<file path="config.mk">
export PLATFORM = sky130hd
export DESIGN_NAME = mem_stage_flat
export DESIGN_NICKNAME = d
export VERILOG_FILES = /design/src/rtl/mem_pkg.sv /design/src/rtl/mem_stage_if.sv /design/src/rtl/mem_load_ext.sv /design/src/rtl/mem_stage.sv /design/src/flat_wrapper.sv
export SDC_FILE = /design/constraint.sdc
export NUM_CORES = 1
export LEC_CHECK = 0
export BUFFER_PORTS_ARGS = -buffer_cell sky130_fd_sc_hd__clkbuf_2
export CAP_MARGIN = 20
export CELL_PAD_IN_SITES_DETAIL_PLACEMENT = 1
export CELL_PAD_IN_SITES_GLOBAL_PLACEMENT = 2
export CORE_AREA = 4 4 176 178
export DETAILED_ROUTE_END_ITERATION = 7
export DIE_AREA = 0 0 180 182
export PLACE_DENSITY = 0.75
export SYNTH_ARGS = -nofsm -noshare
export SYNTH_HDL_FRONTEND = slang
export SYNTH_SLANG_ARGS = --single-unit
</file>
<file path="constraint.sdc">
create_clock -name clk -period 3.2 [get_ports clk]
set_input_delay 0.64 -clock clk [delete_from_list [all_inputs] [get_ports clk]]
set_output_delay 0.64 -clock clk [all_outputs]
set_load 0.02 [all_outputs]
</file>
<file path="src/rtl/mem_pkg.sv">
// Shared encodings for the memory-access stage: bus size codes, exception codes,
// request FSM states and the store-lane replication helper.
package mem_pkg;

    localparam logic [1:0] SZ_BYTE = 2'b00;
    localparam logic [1:0] SZ_HALF = 2'b01;
    localparam logic [1:0] SZ_WORD = 2'b10;

    localparam logic [2:0] EXC_NONE = 3'd0;
    localparam logic [2:0] EXC_ADEL = 3'd4;
    localparam logic [2:0] EXC_ADES = 3'd5;

    typedef enum logic [1:0] {
        IDLE,
        REQ,
        WAIT
    } state_e;

    // Stores drive every byte lane so the memory can pick the lane from the address.
    function automatic logic [31:0] lane_replicate(input logic [1:0] size, input logic [31:0] d);
        case (size)
            SZ_BYTE: return {4{d[7:0]}};
            SZ_HALF: return {2{d[15:0]}};
            default: return d;
        endcase
    endfunction

endpackage

</file>
<file path="src/rtl/mem_stage_if.sv">
// SRAM-like data bus between the memory stage (master) and the data memory (slave).
interface mem_stage_if;

    logic        data_req;
    logic        data_wr;
    logic [1:0]  data_size;
    logic [31:0] data_addr;
    logic [31:0] data_wdata;
    logic        data_addr_ok;
    logic [31:0] data_rdata;
    logic        data_data_ok;

    modport master (
        output data_req, data_wr, data_size, data_addr, data_wdata,
        input  data_addr_ok, data_rdata, data_data_ok
    );

    modport slave (
        input  data_req, data_wr, data_size, data_addr, data_wdata,
        output data_addr_ok, data_rdata, data_data_ok
    );

endinterface

</file>
<file path="src/rtl/mem_load_ext.sv">
// Load-data aligner: selects the byte/half lane from the low address bits and
// sign- or zero-extends it to 32 bits.
module mem_load_ext
    import mem_pkg::*;
(
    input  logic [31:0] rdata_i,
    input  logic [1:0]  addr_i,
    input  logic [2:0]  MemReadType_i,
    output logic [31:0] value_o
);

    logic [7:0]  byte_v;
    logic [15:0] half_v;
    logic        zext;

    always_comb begin
        byte_v = 8'(rdata_i >> {addr_i, 3'b000});
        half_v = 16'(rdata_i >> {addr_i[1], 4'b0000});
        zext   = MemReadType_i[2];
        case (MemReadType_i[1:0])
            SZ_BYTE: value_o = zext ? {24'b0, byte_v} : {{24{byte_v[7]}}, byte_v};
            SZ_HALF: value_o = zext ? {16'b0, half_v} : {{16{half_v[15]}}, half_v};
            default: value_o = rdata_i;
        endcase
    end

endmodule

</file>
<file path="src/rtl/mem_stage.sv">
// Memory-access pipeline stage: issues data-bus requests, aligns load data and
// registers the write-back bundle. Optional MEM_ADDR_EXC_EN adds misalignment exceptions.
module mem_stage
    import mem_pkg::*;
#(
    parameter int unsigned REG_W = 7,
    parameter int unsigned EXC_W = 3
) (
    input  logic               clk,
    input  logic               rst,
    input  logic               valid_i,
    input  logic               flush,
    input  logic               RegWrite_i,
    input  logic               MemtoReg_i,
    input  logic               MemWrite_i,
    input  logic               MemRead_i,
    input  logic [2:0]         MemReadType_i,
    input  logic [31:0]        ALUResult,
    input  logic [31:0]        MemData_i,
    input  logic [REG_W-1:0]   WriteRegister_i,
    input  logic [31:0]        PCin,
    input  logic [EXC_W-1:0]   exception_i,
    input  logic               hiloWrite_i,
    input  logic [63:0]        hiloData_i,
    mem_stage_if.master        dbus,
    output logic               stall,
    output logic               valid_o,
    output logic               RegWrite_o,
    output logic [REG_W-1:0]   WriteRegister_o,
    output logic [31:0]        WriteData_o,
    output logic               hiloWrite_o,
    output logic [63:0]        hiloData_o,
    output logic [31:0]        PCout,
    output logic [EXC_W-1:0]   exception_o,
    output logic [31:0]        badvaddr_o
);

    state_e state_q, state_d;
    logic   discard_q, discard_d;
    logic   is_mem, up_exc, addr_exc, memop;
    logic   req, stall_c, load, commit;
    logic   [EXC_W-1:0] exc_d;
    logic   [31:0] badv_d;
    logic   [31:0] load_val;

    assign is_mem = MemRead_i | MemWrite_i;
    assign up_exc = exception_i != '0;

`ifdef MEM_ADDR_EXC_EN
    logic misalign;
    assign misalign = ((MemReadType_i[1:0] == SZ_HALF) & ALUResult[0]) |
                      ((MemReadType_i[1:0] == SZ_WORD) & (ALUResult[1:0] != 2'b00));
    assign addr_exc = valid_i & is_mem & !up_exc & misalign;
    assign badv_d   = addr_exc ? ALUResult : '0;
`else
    assign addr_exc = 1'b0;
    assign badv_d   = '0;
`endif

    assign memop = valid_i & is_mem & !up_exc & !addr_exc & !flush;

    always_comb begin
        if (up_exc)        exc_d = exception_i;
        else if (addr_exc) exc_d = MemRead_i ? EXC_W'(EXC_ADEL) : EXC_W'(EXC_ADES);
        else               exc_d = EXC_W'(EXC_NONE);
    end

    always_ff @(posedge clk) begin
        if (!rst) begin
            state_q   <= IDLE;
            discard_q <= 1'b0;
        end else begin
            state_q   <= state_d;
            discard_q <= discard_d;
        end
    end

    // A flush after acceptance cannot cancel the bus transfer; it only marks the result as a bubble.
    always_comb begin
        state_d   = state_q;
        discard_d = discard_q;
        req       = 1'b0;
        stall_c   = 1'b0;
        load      = 1'b0;
        case (state_q)
            IDLE: begin
                req       = memop;
                stall_c   = memop;
                discard_d = 1'b0;
                if (memop) state_d = dbus.data_addr_ok ? WAIT : REQ;
                else       load    = 1'b1;
            end
            REQ: begin
                req     = 1'b1;
                stall_c = 1'b1;
                if (dbus.data_addr_ok) begin
                    state_d   = WAIT;
                    discard_d = flush;
                end else if (flush) begin
                    state_d = IDLE;
                end
            end
            WAIT: begin
                if (dbus.data_data_ok) begin
                    state_d   = IDLE;
                    discard_d = 1'b0;
                    load      = 1'b1;
                end else begin
                    stall_c = 1'b1;
                    if (flush) discard_d = 1'b1;
                end
            end
            default: state_d = IDLE;
        endcase
    end

    assign commit = load & valid_i & !flush & !discard_q;
    assign stall  = stall_c;

    assign dbus.data_req   = req;
    assign dbus.data_wr    = MemWrite_i;
    assign dbus.data_size  = MemReadType_i[1:0];
    assign dbus.data_addr  = ALUResult;
    assign dbus.data_wdata = lane_replicate(MemReadType_i[1:0], MemData_i);

    mem_load_ext u_load_ext (
        .rdata_i       (dbus.data_rdata),
        .addr_i        (ALUResult[1:0]),
        .MemReadType_i (MemReadType_i),
        .value_o       (load_val)
    );

    always_ff @(posedge clk) begin
        if (!rst || !commit) begin
            valid_o         <= 1'b0;
            RegWrite_o      <= 1'b0;
            WriteRegister_o <= '0;
            WriteData_o     <= '0;
            hiloWrite_o     <= 1'b0;
            hiloData_o      <= '0;
            PCout           <= '0;
            exception_o     <= '0;
            badvaddr_o      <= '0;
        end else begin
            valid_o         <= 1'b1;
            RegWrite_o      <= RegWrite_i & !up_exc & !addr_exc;
            WriteRegister_o <= WriteRegister_i;
            WriteData_o     <= MemtoReg_i ? load_val : ALUResult;
            hiloWrite_o     <= hiloWrite_i & !up_exc & !addr_exc;
            hiloData_o      <= hiloData_i;
            PCout           <= PCin;
            exception_o     <= exc_d;
            badvaddr_o      <= badv_d;
        end
    end

endmodule

</file>
<file path="src/flat_wrapper.sv">
// flat-port wrapper written by rule: the top's interface ports become plain ports
module mem_stage_flat import mem_pkg::*;
#(
    parameter int unsigned REG_W = 7,
    parameter int unsigned EXC_W = 3
)
  (clk, rst, valid_i, flush, RegWrite_i, MemtoReg_i, MemWrite_i, MemRead_i, MemReadType_i, ALUResult, MemData_i, WriteRegister_i, PCin, exception_i, hiloWrite_i, hiloData_i, stall, valid_o, RegWrite_o, WriteRegister_o, WriteData_o, hiloWrite_o, hiloData_o, PCout, exception_o, badvaddr_o, dbus_data_req, dbus_data_wr, dbus_data_size, dbus_data_addr, dbus_data_wdata, dbus_data_addr_ok, dbus_data_rdata, dbus_data_data_ok);
  mem_stage_if dbus_i ();
  input  logic clk;
  input  logic rst;
  input  logic valid_i;
  input  logic flush;
  input  logic RegWrite_i;
  input  logic MemtoReg_i;
  input  logic MemWrite_i;
  input  logic MemRead_i;
  input  logic [2:0] MemReadType_i;
  input  logic [31:0] ALUResult;
  input  logic [31:0] MemData_i;
  input  logic [REG_W-1:0] WriteRegister_i;
  input  logic [31:0] PCin;
  input  logic [EXC_W-1:0] exception_i;
  input  logic hiloWrite_i;
  input  logic [63:0] hiloData_i;
  output logic stall;
  output logic valid_o;
  output logic RegWrite_o;
  output logic [REG_W-1:0] WriteRegister_o;
  output logic [31:0] WriteData_o;
  output logic hiloWrite_o;
  output logic [63:0] hiloData_o;
  output logic [31:0] PCout;
  output logic [EXC_W-1:0] exception_o;
  output logic [31:0] badvaddr_o;
  output wire logic [$bits(dbus_i.data_req)-1:0] dbus_data_req;
  output wire logic [$bits(dbus_i.data_wr)-1:0] dbus_data_wr;
  output wire logic [$bits(dbus_i.data_size)-1:0] dbus_data_size;
  output wire logic [$bits(dbus_i.data_addr)-1:0] dbus_data_addr;
  output wire logic [$bits(dbus_i.data_wdata)-1:0] dbus_data_wdata;
  input wire logic [$bits(dbus_i.data_addr_ok)-1:0] dbus_data_addr_ok;
  input wire logic [$bits(dbus_i.data_rdata)-1:0] dbus_data_rdata;
  input wire logic [$bits(dbus_i.data_data_ok)-1:0] dbus_data_data_ok;
  assign dbus_data_req = dbus_i.data_req;
  assign dbus_data_wr = dbus_i.data_wr;
  assign dbus_data_size = dbus_i.data_size;
  assign dbus_data_addr = dbus_i.data_addr;
  assign dbus_data_wdata = dbus_i.data_wdata;
  assign dbus_i.data_addr_ok = dbus_data_addr_ok;
  assign dbus_i.data_rdata = dbus_data_rdata;
  assign dbus_i.data_data_ok = dbus_data_data_ok;
  mem_stage #(.REG_W(REG_W), .EXC_W(EXC_W)) u_core (.clk(clk), .rst(rst), .valid_i(valid_i), .flush(flush), .RegWrite_i(RegWrite_i), .MemtoReg_i(MemtoReg_i), .MemWrite_i(MemWrite_i), .MemRead_i(MemRead_i), .MemReadType_i(MemReadType_i), .ALUResult(ALUResult), .MemData_i(MemData_i), .WriteRegister_i(WriteRegister_i), .PCin(PCin), .exception_i(exception_i), .hiloWrite_i(hiloWrite_i), .hiloData_i(hiloData_i), .dbus(dbus_i), .stall(stall), .valid_o(valid_o), .RegWrite_o(RegWrite_o), .WriteRegister_o(WriteRegister_o), .WriteData_o(WriteData_o), .hiloWrite_o(hiloWrite_o), .hiloData_o(hiloData_o), .PCout(PCout), .exception_o(exception_o), .badvaddr_o(badvaddr_o));
endmodule
</file>
======== Word-level counts from Yosys, hierarchy flattened ========
Index checks and enable logic that the tools add are counted.
storage, ports and cells
  bits of input ports ..................... 216
  output and inout bits ................... 242
  word-level logic and storage cells ...... 65
  bits in registers ....................... 144
operators by class
  equality and inequality tests ........... 8
  multiplexer cells ....................... 22
  bitwise operators ....................... 10
  shift operators ......................... 2
  reductions and logical operators ........ 13
operators by type and width
  kind                number
  $pmux 32 s2         2
  $mux 32             3
  $shr 32x5->16       1
  $shr 32x5->8        1
  $mux 2              5
  $and 1x1->1         8
  $mux 1              7
  $ne 3x3->1 const B  2
  $pmux 1 s3          2
  $pmux 2 s3          1
  $reduce_and 3->1    2
  $reduce_bool 3->1   2
  $logic_not 1->1     5
  $eq 2x1->1 const B  2
  $logic_not 2->1     2
  $ne 2x2->1 const B  2
  $pmux 1 s2          2
  $eq 2x2->1 const B  1
  $ne 2x1->1 const B  1
  $reduce_or 2->1     1
  $logic_or 1x1->1    1
  $not 1->1           1
  $or 1x1->1          1

======== Logic depth before layout (Yosys ltp) ========
Gate-level depths: netlist of the first run.
  word-level depth ........................ 12
  gate-level depth with buffers ........... 8
  gate-level depth less buffers ........... 6

======== By module ========
A second synthesis of the first run with hierarchy kept.
unflattened totals
  cells, all modules ...................... 586
  area, all modules ....................... 6,017.0 µm²
modules (own cells, without submodules)
  module        times used  cells each  sequential area each (µm²)  area an instance (µm²)
  mem_stage     1           493         2,882.8                     5,307.6
  mem_load_ext  1           93          0.0                         709.4

======== Worst setup path after synthesis of the first run ========
Ideal clock, no wire load.
  path type ............................... input to output
  start point ............................. in MemReadType_i[1]
  end point ............................... out dbus_data_wdata[26]
  slack ................................... 767 ps
  path buffers ............................ 3
  arrival time ............................ 1,793 ps
  required time ........................... 2,560 ps
  stages .................................. 5
  cells stage by stage .................... clkbuf_1 -> clkbuf_1 -> clkbuf_1 -> nand2_1 -> o21ai_0
between the ends
  cells in the longest elaborated chain, start to end .. 2
  elaborated cells on any way between the ends .. 3
  classes of those cells .................. 1 x eq/ne; 1 x mux; 1 x reduce/logical
RTL lines
  what                                           RTL line            text
  start, declared                                flat_wrapper.sv:17  input logic [2:0] MemReadType_i;
  $eq 2x1->1 or $logic_not 2->1 (tied branches)  mem_pkg.sv:21       case (size)
  $pmux 32 s2 *                                  mem_pkg.sv:21
  end, declared                                  flat_wrapper.sv:39  output wire logic [$bits(dbus_i.data_wdata)-1:0] dbus_data_wdata;
Mark *: on every way between the ends. The rest lies on a longest branch, timed or not.

======== Worst setup path in the final report of the first run ========
  start point ............................. in exception_i[1]
  end point ............................... out stall
between the ends
  cells in the longest elaborated chain, start to end .. 5
RTL lines
  what                       RTL line            text
  start, declared            flat_wrapper.sv:22  input logic [EXC_W-1:0] exception_i;
  $reduce_bool 3->1          mem_stage.sv:47     assign up_exc = exception_i != '0;
  $logic_not 1->1            mem_stage.sv:60     assign memop = valid_i & is_mem & !up_exc & !addr_exc & !flush;
  $and 1x1->1 (2 in series)  mem_stage.sv:60
  $pmux 1 s3                 mem_stage.sv:85     case (state_q)
  end, declared              flat_wrapper.sv:25  output logic stall;
Every way passes these cells.

==> impl_metrics.yaml, run 1 <==
clocking:
  cts_buffer_depth: 2
  ctsHoldBuffers: 0
  ctsResizeCount: 0
  cts_buffers: 17
  cts_root_buf: "clkbuf_16"
  clkLatencyLatePin_ns: 0.43
  cts_num_sinks: 144
  htree_levels: 4
  cts_setup_buffers: 0
  cts_tree: "yes"
  clkSlewWorstSetupHoldPaths_ns: 0.07
logic_synthesis:
  synth_compound_area_share_pct: 10.12
  synthTopCellsByArea: "dfxtp_1 (51%), and2_1 (12%), buf_4 (9.9%)"
  synth-adder-area-share_pct: 0.8778
  syn_area_per_cell_sq_um: 9.951
  async_flop_share_pct: 0
  synth_edf_count: 0
  synth_top_family_by_area: "simple AND/OR/NAND/NOR gates"
  synth.most_common_cell: "dfxtp_1"
  synth_xor_area_share_pct: 0
  ys_top_cells_by_count: "dfxtp_1 (144), and2_1 (108), buf_4 (75), nand2_1 (37)"
  synthSimpleGateAreaFrac_pct: 18.59
  syn_area_sq_um: 5702
  synth_warnings: 0
  ys_ff_latch: 144
  ys_seq_area_share_pct: 50.56
  yosysTopAreaCellShare_pct: 50.56
  synth_top_area_cell: "dfxtp_1"
  synth_ff_type: "dfxtp_1"
  synth_cells: 573
  synth_cell_type_count: 40
  synth_mux_area_share_pct: 7.220
global_routing:
  grt_max_degree: 59
  antenna_found_initial: 3
  grt_overflow: 0
  grt_pass1_vias: 5666
  grt_pass1_wl_mm: 37.04
  grt_usage_pct: 15.16
setup_path:
  worst_setup_path_end_kind: "primary output"
  critPathKind: "primary input to primary output"
  cp.arrival_ns: 1.91
  critPathLaunch: "exception_i[1]"
  cp_data_required_time_ns: 2.56
  critPathLaunchType: "primary input"
  crit-reg2reg-launch: "u_core.state_q[0]$_SDFFE_PN0P_"
  crit_fanout: 3
die:
  fp.dieW_um: 180
  row_count: 63
  fp.coreArea_sq_um: 29400
  pin_count: 458
  start_util_pct: 19.39
  die_h_um: 182
  dieArea_sq_um: 32760
timing:
  setup_violations: 0
  tns_ns: 0
  max_freq_mhz: 391.6
  skew_ns: 0.02299
  hold_viol: 0
  hold_slack_ns: 0.4074
  tightest_slew_ns: 0.9108
  slew_headroom_pct: 39.28
  period_minus_slack_ns: 2.554
  slew_viol_final: 0
  fin_crit_sh_pct: 79.80
  rsz0062_at_grt: "no"
worst_hold_path:
  hp-start: "hiloData_i[7]"
  hp-class: "primary input to register"
power_and_ir_drop:
  p_leak_nw: 4.274
  seqPwrFrac_pct: 40.0
  ir_worst_vdd_uv: 337.1
  p_sw_share_pct: 30.68
  pwr-share-clk_pct: 42.6
  pwr-share-comb_pct: 17.4
  p_int_mw: 3.289
  p_per_area_nw_per_um2: 562.2
  p_sw_mw: 1.456
drt:
  drcViolationCount: 0
  wl_mm: 25.96
  num_vias: 5410
  viasPerCell: 3.990
  ant_nets: 0
  drtPass1Iterations: 4
  routedWlPerCell_um: 19.14
  drt_first_iter_violations: 142
place:
  place_inst: 1323
  place.port_buffers: 425
  hpwl_mm: 21.62
  gp_congestion: 0.8282
finish:
  fin_nets: 1172
  num-fill-cells: 3566
  drive_gt1_share_pct: 51.50
  final_cell_count_no_fill: 1356
  post-route-util_pct: 28.70
  area_delta_synth_final_pct: 48.01
run:
  cap_violations: 0
outcome:
  status: "finished, final reports clean"
-- final cells by class --
| cell class | instances | area, sq um | area share [%] |
|---|---|---|---|
| inverter | 6 | 22.52 | 0.2669 |
| clock buffer | 17 | 425.4 | 5.041 |
| sequential | 144 | 2883 | 34.16 |
| antenna | 1 | 2.502 | 0.02965 |
| multi-input combinational | 347 | 2230 | 26.42 |
| tap | 390 | 488.0 | 5.782 |
| timing repair buffer | 436 | 2222 | 26.33 |
| clock inverter | 15 | 166.4 | 1.972 |
-- power groups by stage --
stage,sequential (mW),clock (mW),combinational (mW)
floorplan,2.03,0,0.419
global placement,1.94,0,0.840
detailed placement,1.94,0,0.846
CTS,1.90,2.11,0.849
global route,1.90,2.19,0.899
finish,1.90,2.02,0.826
-- state kept, by name, summed over array words and instances (netlist names) --
signal                  cells
u_core.PCout               32
u_core.RegWrite_o           1
u_core.WriteData_o         32
u_core.WriteRegister_o      7
u_core.discard_q            1
u_core.exception_o          3
u_core.hiloData_o          64
u_core.hiloWrite_o          1
u_core.state_q              2
u_core.valid_o              1
-- critical path, stage by stage --
cell	delay, ns
clkbuf_2	0.11
or3_1	0.45
nor4_1	0.27
a21oi_1	0.13
a21oi_1	0.13
clkbuf_2	0.18
-- layout by cell type, fill, tap and decap left out, drive strengths merged, types with 3 or more instances in the layout --
master	count
nor2	27
buf	11
nand3b	3
a22oi	5
nor3	3
o21ai	13
a21boi	6
clkinvlp	3
a311oi	16
a22o	6
inv	14
ha	4
dfxtp	144
o22ai	7
conb	32
and2	108
a211oi	14
clkbuf	442
nand2b	4
nand2	37
clkinv	3
a21oi	5
mux2	25
nor2b	3
mux2i	13
or3	3
-- stage by stage --
step	worst slack (ns)	total power [mW]	area, sq um
6_report	0.6463	4.745	8439
5_1_grt	0.5088	4.992	8437
4_1_cts	0.6330	4.862	8437
3_5_place_dp	0.4868	2.786	7845
3_3_place_gp	0.5233	2.777	7845
2_1_floorplan	0.7665	2.452	5818
-- routing by layer --
metal / GRT usage, % / wire [um]
met1: 15.93 / 9477
met2: 27.37 / 13260
met3: 5.909 / 2409
met4: 5.791 / 800
met5: 0 / 13
-- worst paths after layout --
| check | endpoint | slack, ns | cells after the start |
|---|---|---|---|
| worst min register to register | u_core.state_q[1]$_SDFFE_PN0P_ | 0.51 | 2 |
| worst max-delay path | stall | 0.65 | 6 |
| worst min-delay path | u_core.hiloData_o[7]$_SDFF_PP0_ | 0.41 | 2 |
| worst max register to register | u_core.hiloData_o[50]$_SDFF_PP0_ | 1.15 | 7 |
-- kinds of logic (layout without fill, tap and decap cells) --
kind of cell,after synthesis,count (layout)
mux,38,38
fa+ha+maj,4,4
flops,144,144
compound gates,79,79
other cells,1,33
buf+inv,113,474
simple gates,194,194
Power figures use the tool's default switching activity.
==> run 2, diff against run 1 <==
Settings changed: CORE_AREA 4 4 176 178 to default, CORE_ASPECT_RATIO from default to 0.8, CORE_MARGIN from default to 4, CORE_UTILIZATION from default to 20, DIE_AREA 0 0 180 182 to default, PLACE_DENSITY 0.75 to 0.77.
Clock period 3.2 ns to 2.7 ns, I/O delays scaled along.
==> run 2 against run 1 <==
Clock power rose by 20%. Wire length fell by 7.6%. Register-to-register slack got worse by 0.25 ns. Utilization rose by 1.7 points. Via count fell by 2.3%. Global-route usage fell by 0.53 points. Clock skew fell by 0.0016 ns. Critical path depth did not move. Clock-buffer cell count rose by 1. First-iteration DRC count rose by 27%. Critical endpoint unchanged. Largest cell class unchanged.
==> impl_metrics.yaml, run 2 (synthesis gave the netlist of run 1 again) <==
finish:
  multi_input_area_sq_um: 2230
  largest-register: "u_core.hiloData_o"
  layout.area.seq_sq_um: 2883
  final_common_cell: "clkbuf_2"
  largest_reg_flops: 64
  num_antenna_cells: 0
  area_delta_synth_final_pct: 47.68
  final_cell_area_sq_um: 8421
  top_regs: "u_core.hiloData_o (64), u_core.PCout (32), u_core.WriteData_o (32)"
  drive_gt1_share_pct: 51.55
  final_cell_count_no_fill: 1330
  fin_nets: 1173
  layout_common_cells: "clkbuf_2 (425), dfxtp_1 (144), and2_1 (108)"
  num-fill-cells: 3363
timing:
  setup_violations: 0
  hold_viol: 0
  tightest_slew_ns: 1.024
  tns_ns: 0
  skew_ns: 0.02137
  max_freq_mhz: 428.3
  fin_crit_sh_pct: 86.47
  hold_slack_ns: 0.2993
  rsz0062_at_grt: "no"
  period_minus_slack_ns: 2.335
  slew_headroom_pct: 31.75
  slew_viol_final: 0
global_routing:
  grt_pass1_wl_mm: 34.72
  antenna_found_initial: 1
  grt_max_degree: 64
  grt_overflow: 0
  grt_pass1_vias: 5706
  grt_usage_pct: 14.63
drt:
  drtPass1Iterations: 4
  routedWlPerCell_um: 18.04
  ant_nets: 0
  viasPerCell: 3.976
  num_vias: 5288
  wl_mm: 23.99
  drcViolationCount: 0
  drt_first_iter_violations: 180
setup_path:
  critPathKind: "primary input to primary output"
  critPathTopFamily: "simple AND/OR/NAND/NOR gates"
  cp_data_required_time_ns: 2.16
  worstPathCellList: "clkbuf_2 -> or3_1 -> nor4_1 -> a21oi_1 -> a21oi_1 -> clkbuf_2"
  critPathLaunchType: "primary input"
  crit_fanout: 3
  r2r_end: "u_core.RegWrite_o$_SDFF_PP0_"
  cp.arrival_ns: 1.79
  max_stage_delay_ns: 0.42
  r2r_cells: 7
  crit-reg2reg-launch: "u_core.state_q[0]$_SDFFE_PN0P_"
  cpMaxStageDelayCell: "or3_1"
  path_buf_inv: 2
  worst_setup_path_end_kind: "primary output"
  rrSetupSlack_ns: 0.90
worst_hold_path:
  holdPathStages: 2
  hp-start: "PCin[18]"
  holdPathEnd: "u_core.PCout[18]$_SDFF_PP0_"
  hp-class: "primary input to register"
place:
  place_area_sq_um: 7820
  place.port_buffers: 425
  gp_congestion: 0.7976
  hpwl_mm: 19.57
  place_inst: 1298
clocking:
  ctsResizeCount: 0
  cts_root_buf: "clkbuf_16"
  cts_setup_buffers: 0
  cts_num_sinks: 144
  cts_buffers: 17
  htree_levels: 4
  clkLatencyLatePin_ns: 0.43
  cts_buffer_depth: 2
  ctsHoldBuffers: 0
  cts_tree: "yes"
  clkSlewWorstSetupHoldPaths_ns: 0.07
die:
  start_util_pct: 20.58
  dieArea_sq_um: 31290
  pin_count: 458
  fp.coreArea_sq_um: 27700
  die_h_um: 159.0
  fp.dieW_um: 196.8
  row_count: 54
power_and_ir_drop:
  ir_worst_vdd_uv: 425.8
  p_per_area_nw_per_um2: 671.5
  p_leak_nw: 4.290
outcome:
  status: "finished, final reports clean"
run:
  cap_violations: 0
run 2: cell count changes in the layout (fill, tap and decap cells not counted), sizes merged:
cell	change
inv	+2
clkinv	-2
clkinvlp	-1
diode	-1
clkbuf	+1
buf	+1
run 2: per-stage QoR:
| step | worst slack (ns) | power (mW) | utilization, % |
|---|---|---|---|
| 6_report | 0.3652 | 5.654 | 30.40 |
| 5_1_grt | 0.2676 | 5.925 | 30.40 |
| 4_1_cts | 0.3130 | 5.773 | 30.40 |
| 3_5_place_dp | 0.2776 | 3.283 | 28.23 |
| 3_3_place_gp | 0.2941 | 3.273 | 28.23 |
| 2_1_floorplan | 0.4665 | 2.906 | - |
run 2: how the worst max path moves through the flow:
stage | start | to | slack (ns) | cells past startpoint
after floorplan | MemReadType_i[1] | dbus_data_wdata[26] | 0.47 | 5
after global placement | exception_i[1] | stall | 0.29 | 6
after detailed placement | ALUResult[1] | u_core.WriteData_o[18]$_SDFF_PP0_ | 0.28 | 5
after CTS | exception_i[1] | stall | 0.31 | 6
after global routing | exception_i[1] | stall | 0.27 | 6
final | exception_i[1] | stall | 0.37 | 6
run 2: routing by layer:
layer / vias to the layer above / wire length, um / GRT usage, %
li1: 2572 / - / -
met1: 2461 / 9261 / 16.07
met2: 237 / 12530 / 26.89
met3: 16 / 1974 / 5.204
met4: 2 / 223 / 3.403
met5: - / 7 / 0
run 2: layout make-up:
cell class,instances,share of cell area [%]
clock inverters,14,1.917
inverters,6,0.2675
flip-flops and latches,144,34.23
repair buffers,437,26.48
well taps,364,5.409
clock buffers,18,5.215
multi-input cells,347,26.48
run 2: report_power, final:
| part | total (mW) | internal, mW | switching, mW |
|---|---|---|---|
| sequential | 2.25 | 2.22 | 0.0319 |
| combinational | 0.970 | 0.369 | 0.601 |
| clock | 2.43 | 1.35 | 1.09 |
| total | 5.65 | 3.93 | 1.72 |
